==> src/rtl/sync_fifo_pkg.sv <==
// Shared constants and sizing helper for the synchronous FIFO.
// The top-level module and the storage sub-module both import this package.
package sync_fifo_pkg;

  localparam int DEFAULT_WIDTH = 8;
  localparam int DEFAULT_DEPTH = 16;

  // Pointers and the occupancy count both need one bit beyond the address,
  // so that a completely full FIFO can be distinguished from an empty one.
  function automatic int ptr_width(input int depth);
    return $clog2(depth) + 1;
  endfunction

endpackage

==> src/rtl/sync_fifo_mem.sv <==
// DEPTH x WIDTH register-array storage for the FIFO.
// It has one synchronous write port and one asynchronous read port.
module sync_fifo_mem
  import sync_fifo_pkg::*;
#(
  parameter int WIDTH = DEFAULT_WIDTH,
  parameter int DEPTH = DEFAULT_DEPTH,
  parameter int AW    = $clog2(DEPTH)
) (
  input  logic             clk,
  input  logic             we_i,
  input  logic [AW-1:0]    waddr_i,
  input  logic [WIDTH-1:0] wdata_i,
  input  logic [AW-1:0]    raddr_i,
  output logic [WIDTH-1:0] rdata_o
);

  logic [WIDTH-1:0] mem_q [DEPTH];

  // NOTE: the storage array has no reset; only the pointers define which entries are valid, and leaving it out keeps the array a plain RAM.
  always_ff @(posedge clk) begin
    if (we_i) begin
      mem_q[waddr_i] <= wdata_i;
    end
  end

  assign rdata_o = mem_q[raddr_i];

endmodule

==> src/rtl/sync_fifo.sv <==
// Single-clock FIFO with registered status flags and overflow/underflow pulses.
// FWFT selects either a registered read port or a first-word-fall-through read port.
module sync_fifo
  import sync_fifo_pkg::*;
#(
  parameter int WIDTH     = DEFAULT_WIDTH,
  parameter int DEPTH     = DEFAULT_DEPTH,
  parameter int AF_THRESH = DEPTH - 2,
  parameter int AE_THRESH = 2,
  parameter int FWFT      = 0
) (
  input  logic                        clk,
  input  logic                        rst,
  input  logic                        wr_en,
  input  logic [WIDTH-1:0]            wr_data,
  input  logic                        rd_en,
  output logic [WIDTH-1:0]            rd_data,
  output logic                        flag_full,
  output logic                        flag_empty,
  output logic                        flag_almost_full,
  output logic                        flag_almost_empty,
  output logic [ptr_width(DEPTH)-1:0] count,
  output logic                        overflow,
  output logic                        underflow
);

  localparam int AW = $clog2(DEPTH);
  localparam int PW = ptr_width(DEPTH);
  localparam logic [PW-1:0] DEPTH_C = PW'(DEPTH);
  localparam logic [PW-1:0] AF_C    = PW'(AF_THRESH);
  localparam logic [PW-1:0] AE_C    = PW'(AE_THRESH);

  logic [PW-1:0]    wr_ptr_q, wr_ptr_d, rd_ptr_q, rd_ptr_d, count_q, count_d;
  logic             full_q, full_d, empty_q, empty_d;
  logic             afull_q, afull_d, aempty_q, aempty_d;
  logic             overflow_q, overflow_d, underflow_q, underflow_d;
  logic [WIDTH-1:0] rd_data_q, rd_data_d, mem_rdata;
  logic             rd_accept, wr_accept;

  // A full FIFO still takes a write when a read frees a slot in the same cycle.
  assign rd_accept = rd_en && !empty_q;
  assign wr_accept = wr_en && (!full_q || rd_accept);

  sync_fifo_mem #(
    .WIDTH (WIDTH),
    .DEPTH (DEPTH),
    .AW    (AW)
  ) u_mem (
    .clk     (clk),
    .we_i    (wr_accept && !rst),
    .waddr_i (wr_ptr_q[AW-1:0]),
    .wdata_i (wr_data),
    .raddr_i (rd_ptr_q[AW-1:0]),
    .rdata_o (mem_rdata)
  );

  always_comb begin
    wr_ptr_d = wr_accept ? wr_ptr_q + PW'(1) : wr_ptr_q;
    rd_ptr_d = rd_accept ? rd_ptr_q + PW'(1) : rd_ptr_q;

    count_d = count_q;
    if (wr_accept && !rd_accept) begin
      count_d = count_q + PW'(1);
    end else if (rd_accept && !wr_accept) begin
      count_d = count_q - PW'(1);
    end

    full_d   = (count_d == DEPTH_C);
    empty_d  = (count_d == '0);
    afull_d  = (count_d >= AF_C);
    aempty_d = (count_d <= AE_C);

    overflow_d  = wr_en && !wr_accept;
    underflow_d = rd_en && !rd_accept;

    rd_data_d = rd_data_q;
    if (FWFT == 0 && rd_accept) begin
      rd_data_d = mem_rdata;
    end
  end

  // NOTE: sequential state uses non-blocking assignments so that every register samples its pre-edge inputs.
  always_ff @(posedge clk) begin
    if (rst) begin
      wr_ptr_q    <= '0;
      rd_ptr_q    <= '0;
      count_q     <= '0;
      full_q      <= 1'b0;
      empty_q     <= 1'b1;
      afull_q     <= 1'b0;
      aempty_q    <= 1'b1;
      overflow_q  <= 1'b0;
      underflow_q <= 1'b0;
      rd_data_q   <= '0;
    end else begin
      wr_ptr_q    <= wr_ptr_d;
      rd_ptr_q    <= rd_ptr_d;
      count_q     <= count_d;
      full_q      <= full_d;
      empty_q     <= empty_d;
      afull_q     <= afull_d;
      aempty_q    <= aempty_d;
      overflow_q  <= overflow_d;
      underflow_q <= underflow_d;
      rd_data_q   <= rd_data_d;
    end
  end

  // In FWFT mode the head word is presented directly; when the FIFO is empty the output is driven to zero.
  assign rd_data           = (FWFT != 0) ? (empty_q ? '0 : mem_rdata) : rd_data_q;
  assign flag_full         = full_q;
  assign flag_empty        = empty_q;
  assign flag_almost_full  = afull_q;
  assign flag_almost_empty = aempty_q;
  assign count             = count_q;
  assign overflow          = overflow_q;
  assign underflow         = underflow_q;

endmodule

==> config.mk <==
export PLATFORM = sky130hd
export DESIGN_NAME = sync_fifo
export DESIGN_NICKNAME = d
export VERILOG_FILES = /design/src/rtl/sync_fifo_pkg.sv /design/src/rtl/sync_fifo_mem.sv /design/src/rtl/sync_fifo.sv
export SDC_FILE = /design/constraint.sdc
export NUM_CORES = 1
export LEC_CHECK = 0
export CORE_MARGIN = 3
export CORE_UTILIZATION = 55
export DETAILED_ROUTE_END_ITERATION = 12
export PLACE_DENSITY = 0.85
export SETUP_SLACK_MARGIN = 0.05
export SLEW_MARGIN = 20
export SYNTH_ARGS = -nofsm -noshare
export SYNTH_HDL_FRONTEND = slang
export SYNTH_SLANG_ARGS = --single-unit
==> constraint.sdc <==
create_clock -name clk -period 2.5 [get_ports clk]
set_input_delay 0.5 -clock clk [delete_from_list [all_inputs] [get_ports clk]]
set_output_delay 0.5 -clock clk [all_outputs]
set_load 0.01 [all_outputs]
==> flow_metrics.env, run 1 <==
export IMPL_status="finished, final reports clean"
export IMPL_dp_hpwl_mm=8.05
export IMPL_io_buffers=30
export IMPL_grt_max_degree=36
export IMPL_antenna_left=0
export IMPL_fin_worst_skew_ns=0.0104
export IMPL_ys_seq_area_share_pct=71.0
export IMPL_post_route_period_util_pct=85.3
export IMPL_yosysTopAreaCellShare_pct=62.2
export IMPL_dieHeight_um=112
export IMPL_wl_met1_mm=4.92
export IMPL_yosys_warnings=0
export IMPL_maxSlewHeadroom_pct=59.4
export IMPL_path_delay_family="buffers and inverters"
export IMPL_avgSynthCellArea_um2=17.1
export IMPL_hp_class="reg2reg"
export IMPL_finalSetupViolations=0
export IMPL_place_area_um2=6750
export IMPL_path_clk_slew_ns=0.07
export IMPL_hold_end="rd_data[0]$_SDFFE_PP0P_"
export IMPL_synth_most_common_cell="edfxtp_1"
export IMPL_pin_count=31
export IMPL_crit_arrival_ns=1.63
export IMPL_cpPeakStageDelay_ns=0.60
export IMPL_cp_cell_sequence="clkdlybuf4s50_1"
export IMPL_antenna_cells=0
export IMPL_fillers=669
export IMPL_postLayoutCoreUtil_pct=67.6
export IMPL_cts_tree="built"
export IMPL_tightestPinTransition_ns=0.608
export IMPL_ys_seq_elements=155
export IMPL_top_layer="met4"
export IMPL_grt_first_pass_wirelength_mm=20.2
export IMPL_p_leak_nw=2.43
export IMPL_hold_buffers=0
export IMPL_synth_async_reset_ratio_pct=0
export IMPL_dp_slack_ns=0.0987
export IMPL_cts_resized_gates=0
export IMPL_cts_inserted_buffers=17
export IMPL_syn_to_final_growth_pct=19.1
export IMPL_hold_violations=0
export IMPL_min_delay_start="rd_data[0]$_SDFFE_PP0P_"
export IMPL_first_pass_iters=6
export IMPL_rsz0062_at_grt="false"
export IMPL_synth_net_count=381
export IMPL_final_nets=439
export IMPL_vias=3552
export IMPL_power_density_nw_per_um2=823
export IMPL_placementRows=38
export IMPL_end_kind="primary output"
export IMPL_ir_worst_vdd_v=0.000479
export IMPL_grt_util_all_layers_pct=21.9
export IMPL_cts_sinks=155
export IMPL_die_area_um2=12500
export IMPL_wl_per_cell_um=22.4
export IMPL_synth_enable_flop_cells=128
export IMPL_startpoint_type="register"
export IMPL_clk_latency_ns=0.53
export IMPL_layout_cells_non_filler=573
export IMPL_antenna_found_initial=0
export IMPL_drive_gt1_share_pct=22.6
export IMPL_synth_area_leader_cell="edfxtp_1"
export IMPL_cts_setup_buffers=0
export IMPL_met2_length_mm=6.28
export IMPL_cp_slowest_cell="clkdlybuf4s50_1"
export IMPL_rrSetupSlack_ns=0.53
export IMPL_grt_overflow=0
export IMPL_clk_path_buf_depth=2
export IMPL_synth_area_leaders="edfxtp_1 (62%), mux4_2 (11%), dfxtp_1 (8.7%)"
export IMPL_setup_ws_ns=0.367
export IMPL_drt_iter0_markers=345
export IMPL_met3_length_mm=1.17
export IMPL_synth_cell_types=42
export IMPL_root_buffer="clkbuf_8"
export IMPL_viasPerCell=6.20
export IMPL_reg2reg_depth=6
export IMPL_syn_area_um2=6180
export IMPL_synthFlopType="edfxtp_1"
export IMPL_worstSetupStartpoint="count[2]$_SDFF_PP0_"
export IMPL_crit_type="reg2out"
export IMPL_fmax_mhz=469
export IMPL_crit_required_ns=2.00
export IMPL_grt_pass1_vias=3558
export IMPL_holdWs_ns=0.499
export IMPL_finalCriticalPeriod_ns=2.13
export IMPL_synth_top_cells_by_count="edfxtp_1 (128), nor2_1 (37), mux4_2 (29)"
export IMPL_core_area_um2=10900
export IMPL_finalInstanceArea_um2=7360
export IMPL_cap_violations=0
export IMPL_cts_max_level=4
export IMPL_tns_ns=0
export IMPL_syn_inst=362
export IMPL_cp_max_fo=7
export IMPL_drc=0
export IMPL_drt_wl_total_mm=12.8
export IMPL_die_w_um=112
export IMPL_placed_cells=541
export IMPL_r2r_end="flag_almost_full$_SDFF_PP0_"
export IMPL_gp_congestion=0.877
export IMPL_hold_depth=2
export IMPL_finalPower_mw=6.06
export IMPL_worst_r2r_startpoint="count[0]$_SDFF_PP0_"
export IMPL_cp_num_buf_inv=1
export IMPL_initial_core_util_pct=56.7
export IMPL_slew_violations=0
==> worst max-delay path by stage <==
stage	end	slack [ns]	depth (start not counted)
floorplan	u_mem.mem_q[0][0]$_DFFE_PP_	0.24	6
global placement	u_mem.mem_q[1][3]$_DFFE_PP_	0.17	6
detailed placement	u_mem.mem_q[4][7]$_DFFE_PP_	0.1	6
CTS	count[2]	0.36	1
global route	count[2]	0.33	1
finish	count[2]	0.37	1
==> state kept, by name (all words and copies together) (netlist names) <==
| name | count |
|---|---|
| count | 5 |
| rd_data | 8 |
| flag_almost_empty | 1 |
| rd_ptr_q | 4 |
| flag_almost_full | 1 |
| flag_empty | 1 |
| wr_ptr_q | 4 |
| u_mem.mem_q | 128 |
| underflow | 1 |
| overflow | 1 |
| flag_full | 1 |
==> kinds of logic after synthesis <==
group | count (synthesis) | synth area share, %
AOI/OAI and AO/OA | 36 | 4.07
DFF | 155 | 71.0
xor gates and xnor gates | 10 | 1.42
muxes | 34 | 12.3
adders and majority gates | 7 | 1.42
and+or+nand+nor | 96 | 7.53
buffers and inverters | 24 | 2.33
==> routing by layer <==
metal	vias up	track usage, %
met1	1748	29.1
met3	46	6.52
met2	224	33.6
li1	1534	-
met5	-	0
met4	0	10.3
==> layout by cell type, fill, tap and decap left out, types with 3 or more instances in the layout <==
master and count:
nand2_1 19, mux4_1 3, a31oi_1 8, xor2_1 5, nor2_1 37, clkbuf_16 19, mux4_2 29, ha_1 7
clkdlybuf4s50_1 30, dfxtp_1 26, inv_1 6, buf_4 26, edfxtp_1 128, xnor2_1 5, nor2b_1 6, nor3_1 10
nand2b_1 4, a22oi_1 8, inv_6 7, a21oi_1 12, nand3_1 9
==> report_power, final <==
part	total (mW)	internal [mW]	switching, mW
sequential	2.91	2.85	0.0515
combinational	0.581	0.283	0.298
clock	2.57	1.52	1.05
==> cell type report <==
cell class | instances | area, um^2 | area share, %
sequential | 155 | 4390 | 59.6
clock buffer | 20 | 489 | 6.65
timing repair buffer | 57 | 515 | 7.00
multi-input combinational | 183 | 1650 | 22.4
inverter | 6 | 22.5 | 0.306
clock inverter | 12 | 121 | 1.65
tap | 140 | 175 | 2.38
Note: power is estimated with default switching activity, not from simulation.
==> run 2: changes to the inputs <==
--- a/config.mk
+++ b/config.mk
@@ -7,10 +7,11 @@
 export LEC_CHECK = 0
 export CORE_MARGIN = 3
 export CORE_UTILIZATION = 55
+export CTS_CLUSTER_DIAMETER = 50
 export DETAILED_ROUTE_END_ITERATION = 12
+export GPL_ROUTABILITY_DRIVEN = 1
 export PLACE_DENSITY = 0.85
 export SETUP_SLACK_MARGIN = 0.05
-export SLEW_MARGIN = 20
 export SYNTH_ARGS = -nofsm -noshare
 export SYNTH_HDL_FRONTEND = slang
 export SYNTH_SLANG_ARGS = --single-unit
==> results of run 2 <==
Same layout as run 1: the final DEF is identical, and so are final timing and power.
==> run 3: changes to the inputs <==
--- a/config.mk
+++ b/config.mk
@@ -6,11 +6,11 @@
 export NUM_CORES = 1
 export LEC_CHECK = 0
 export CORE_MARGIN = 3
-export CORE_UTILIZATION = 55
+export CORE_UTILIZATION = 59
 export CTS_CLUSTER_DIAMETER = 50
 export DETAILED_ROUTE_END_ITERATION = 12
 export GPL_ROUTABILITY_DRIVEN = 1
-export PLACE_DENSITY = 0.85
+export PLACE_DENSITY = 0.89
 export SETUP_SLACK_MARGIN = 0.05
 export SYNTH_ARGS = -nofsm -noshare
 export SYNTH_HDL_FRONTEND = slang
==> flow_metrics.env, run 3 (synthesis results as in run 1) <==
export IMPL_internal_power_mw=4.67
export IMPL_final_nets=441
export IMPL_startpoint_type="register"
export IMPL_cts_setup_buffers=0
export IMPL_hp_class="reg2reg"
export IMPL_rrSetupSlack_ns=0.38
export IMPL_reg2reg_depth=6
export IMPL_largest_register_ffs=128
export IMPL_top_register="u_mem.mem_q"
export IMPL_placementRows=36
export IMPL_cts_sinks=155
export IMPL_cp_cell_sequence="clkdlybuf4s50_1"
export IMPL_drc=0
export IMPL_cts_max_level=4
export IMPL_fin_worst_skew_ns=0.00882
export IMPL_pwr_share_comb_pct=9.8
export IMPL_wl_per_cell_um=24.4
export IMPL_cts_resized_gates=0
export IMPL_post_route_period_util_pct=85.1
export IMPL_cp_num_buf_inv=1
export IMPL_rsz0062_at_grt="false"
export IMPL_hold_buffers=0
export IMPL_register_area_um2=4390
export IMPL_crit_type="reg2out"
export IMPL_slew_violations=0
export IMPL_io_buffers=30
export IMPL_cts_inserted_buffers=17
export IMPL_tightestPinTransition_ns=0.755
export IMPL_crit_required_ns=2.00
export IMPL_cp_slowest_cell="clkdlybuf4s50_1"
export IMPL_viasPerCell=6.41
export IMPL_initial_core_util_pct=62.1
export IMPL_multi_input_area_um2=1650
export IMPL_grt_pass1_vias=3725
export IMPL_clk_latency_ns=0.53
export IMPL_r2r_end="rd_data[2]$_SDFFE_PP0P_"
export IMPL_drt_wl_total_mm=13.8
export IMPL_p_sw_share_pct=22.9
export IMPL_fmax_mhz=470
export IMPL_final_cell_mix="edfxtp_1 (128), nor2_1 (37), clkdlybuf4s50_1 (30), mux4_2 (29), buf_4 (28)"
export IMPL_die_area_um2=11700
export IMPL_crit_arrival_ns=1.63
export IMPL_grt_util_all_layers_pct=25.7
export IMPL_fillers=533
export IMPL_worst_r2r_startpoint="rd_ptr_q[0]$_SDFFE_PP0P_"
export IMPL_first_pass_iters=5
export IMPL_grt_first_pass_wirelength_mm=21.4
export IMPL_status="finished, final reports clean"
export IMPL_vias=3642
export IMPL_path_clk_slew_ns=0.07
export IMPL_hold_depth=2
export IMPL_drive_gt1_share_pct=22.5
export IMPL_dp_hpwl_mm=8.56
export IMPL_ir_worst_vdd_v=0.000575
export IMPL_cpPeakStageDelay_ns=0.60
export IMPL_p_clk_share_pct=41.8
export IMPL_path_delay_family="buffers and inverters"
export IMPL_dieHeight_um=108
export IMPL_drt_iter0_markers=492
export IMPL_min_delay_start="rd_data[6]$_SDFFE_PP0P_"
export IMPL_finalSetupViolations=0
export IMPL_cts_tree="built"
export IMPL_antenna_cells=0
export IMPL_grt_max_degree=29
export IMPL_grt_overflow=0
export IMPL_hold_violations=0
export IMPL_antenna_found_initial=0
export IMPL_end_kind="primary output"
export IMPL_clk_path_buf_depth=2
export IMPL_hold_end="rd_data[6]$_SDFFE_PP0P_"
export IMPL_power_density_nw_per_um2=825
export IMPL_power_frac_seq_pct=48.4
export IMPL_holdWs_ns=0.487
export IMPL_maxSlewHeadroom_pct=49.5
export IMPL_tns_ns=0
export IMPL_core_area_um2=9950
export IMPL_p_sw_mw=1.39
export IMPL_cap_violations=0
export IMPL_pin_count=31
export IMPL_root_buffer="clkbuf_8"
export IMPL_antenna_left=0
export IMPL_layout_commonest_cell="edfxtp_1"
export IMPL_cp_max_fo=7
export IMPL_die_w_um=108
export IMPL_p_leak_nw=2.42
export IMPL_syn_to_final_growth_pct=18.9
export IMPL_finalCriticalPeriod_ns=2.13
export IMPL_gp_congestion=0.851
[run 3: worst max-delay path by stage]
stage,start,endpoint,slack (ns),cells past startpoint
global route,rd_ptr_q[0]$_SDFFE_PP0P_,rd_data[4]$_SDFFE_PP0P_,0.23,6
detailed placement,rd_en,flag_almost_empty$_SDFF_PP1_,0.04,7
finish,count[2]$_SDFF_PP0_,count[2],0.37,1
floorplan,rd_en,u_mem.mem_q[0][0]$_DFFE_PP_,0.24,6
CTS,count[1]$_SDFF_PP0_,count[1],0.36,1
global placement,rd_en,flag_almost_empty$_SDFF_PP1_,0.17,7
[run 3: per-stage QoR]
stage / cells / power [mW] / util, % / setup WS [ns] / cell area (um^2)
after floorplan: 362 / 3.33 / - / 0.237 / 6180
final: 568 / 6.06 / 73.8 / 0.373 / 7340
after global placement: 536 / 3.53 / 67.9 / 0.169 / 6760
after CTS: 568 / 6.07 / 73.8 / 0.357 / 7340
after detailed placement: 536 / 3.56 / 67.9 / 0.0370 / 6760
after global routing: 568 / 6.23 / 73.8 / 0.230 / 7340
[run 3: cell type report]
| cell class | instances | share of cell area, % |
|---|---|---|
| repair buffers | 59 | 7.22 |
| clock buffers | 17 | 5.64 |
| well taps | 133 | 2.27 |
| multi-input cells | 183 | 22.5 |
| flip-flops and latches | 155 | 59.7 |
| inverters | 6 | 0.307 |
| clock inverters | 15 | 2.37 |
[run 3: power by group through the flow]
stage | registers [mW] | clock network [mW] | logic (mW)
finish | 2.93 | 2.53 | 0.595
CTS | 2.93 | 2.55 | 0.591
floorplan | 2.96 | 0 | 0.369
global placement | 2.98 | 0 | 0.558
global route | 2.94 | 2.66 | 0.637
detailed placement | 2.98 | 0 | 0.582
[run 3: routing by layer]
metal  part of all wire (%)  global-route usage [%]
met3                    9.8                    7.04
met1                     36                    31.9
met5                      0                       0
met2                     50                    42.6
met4                    4.9                    11.5
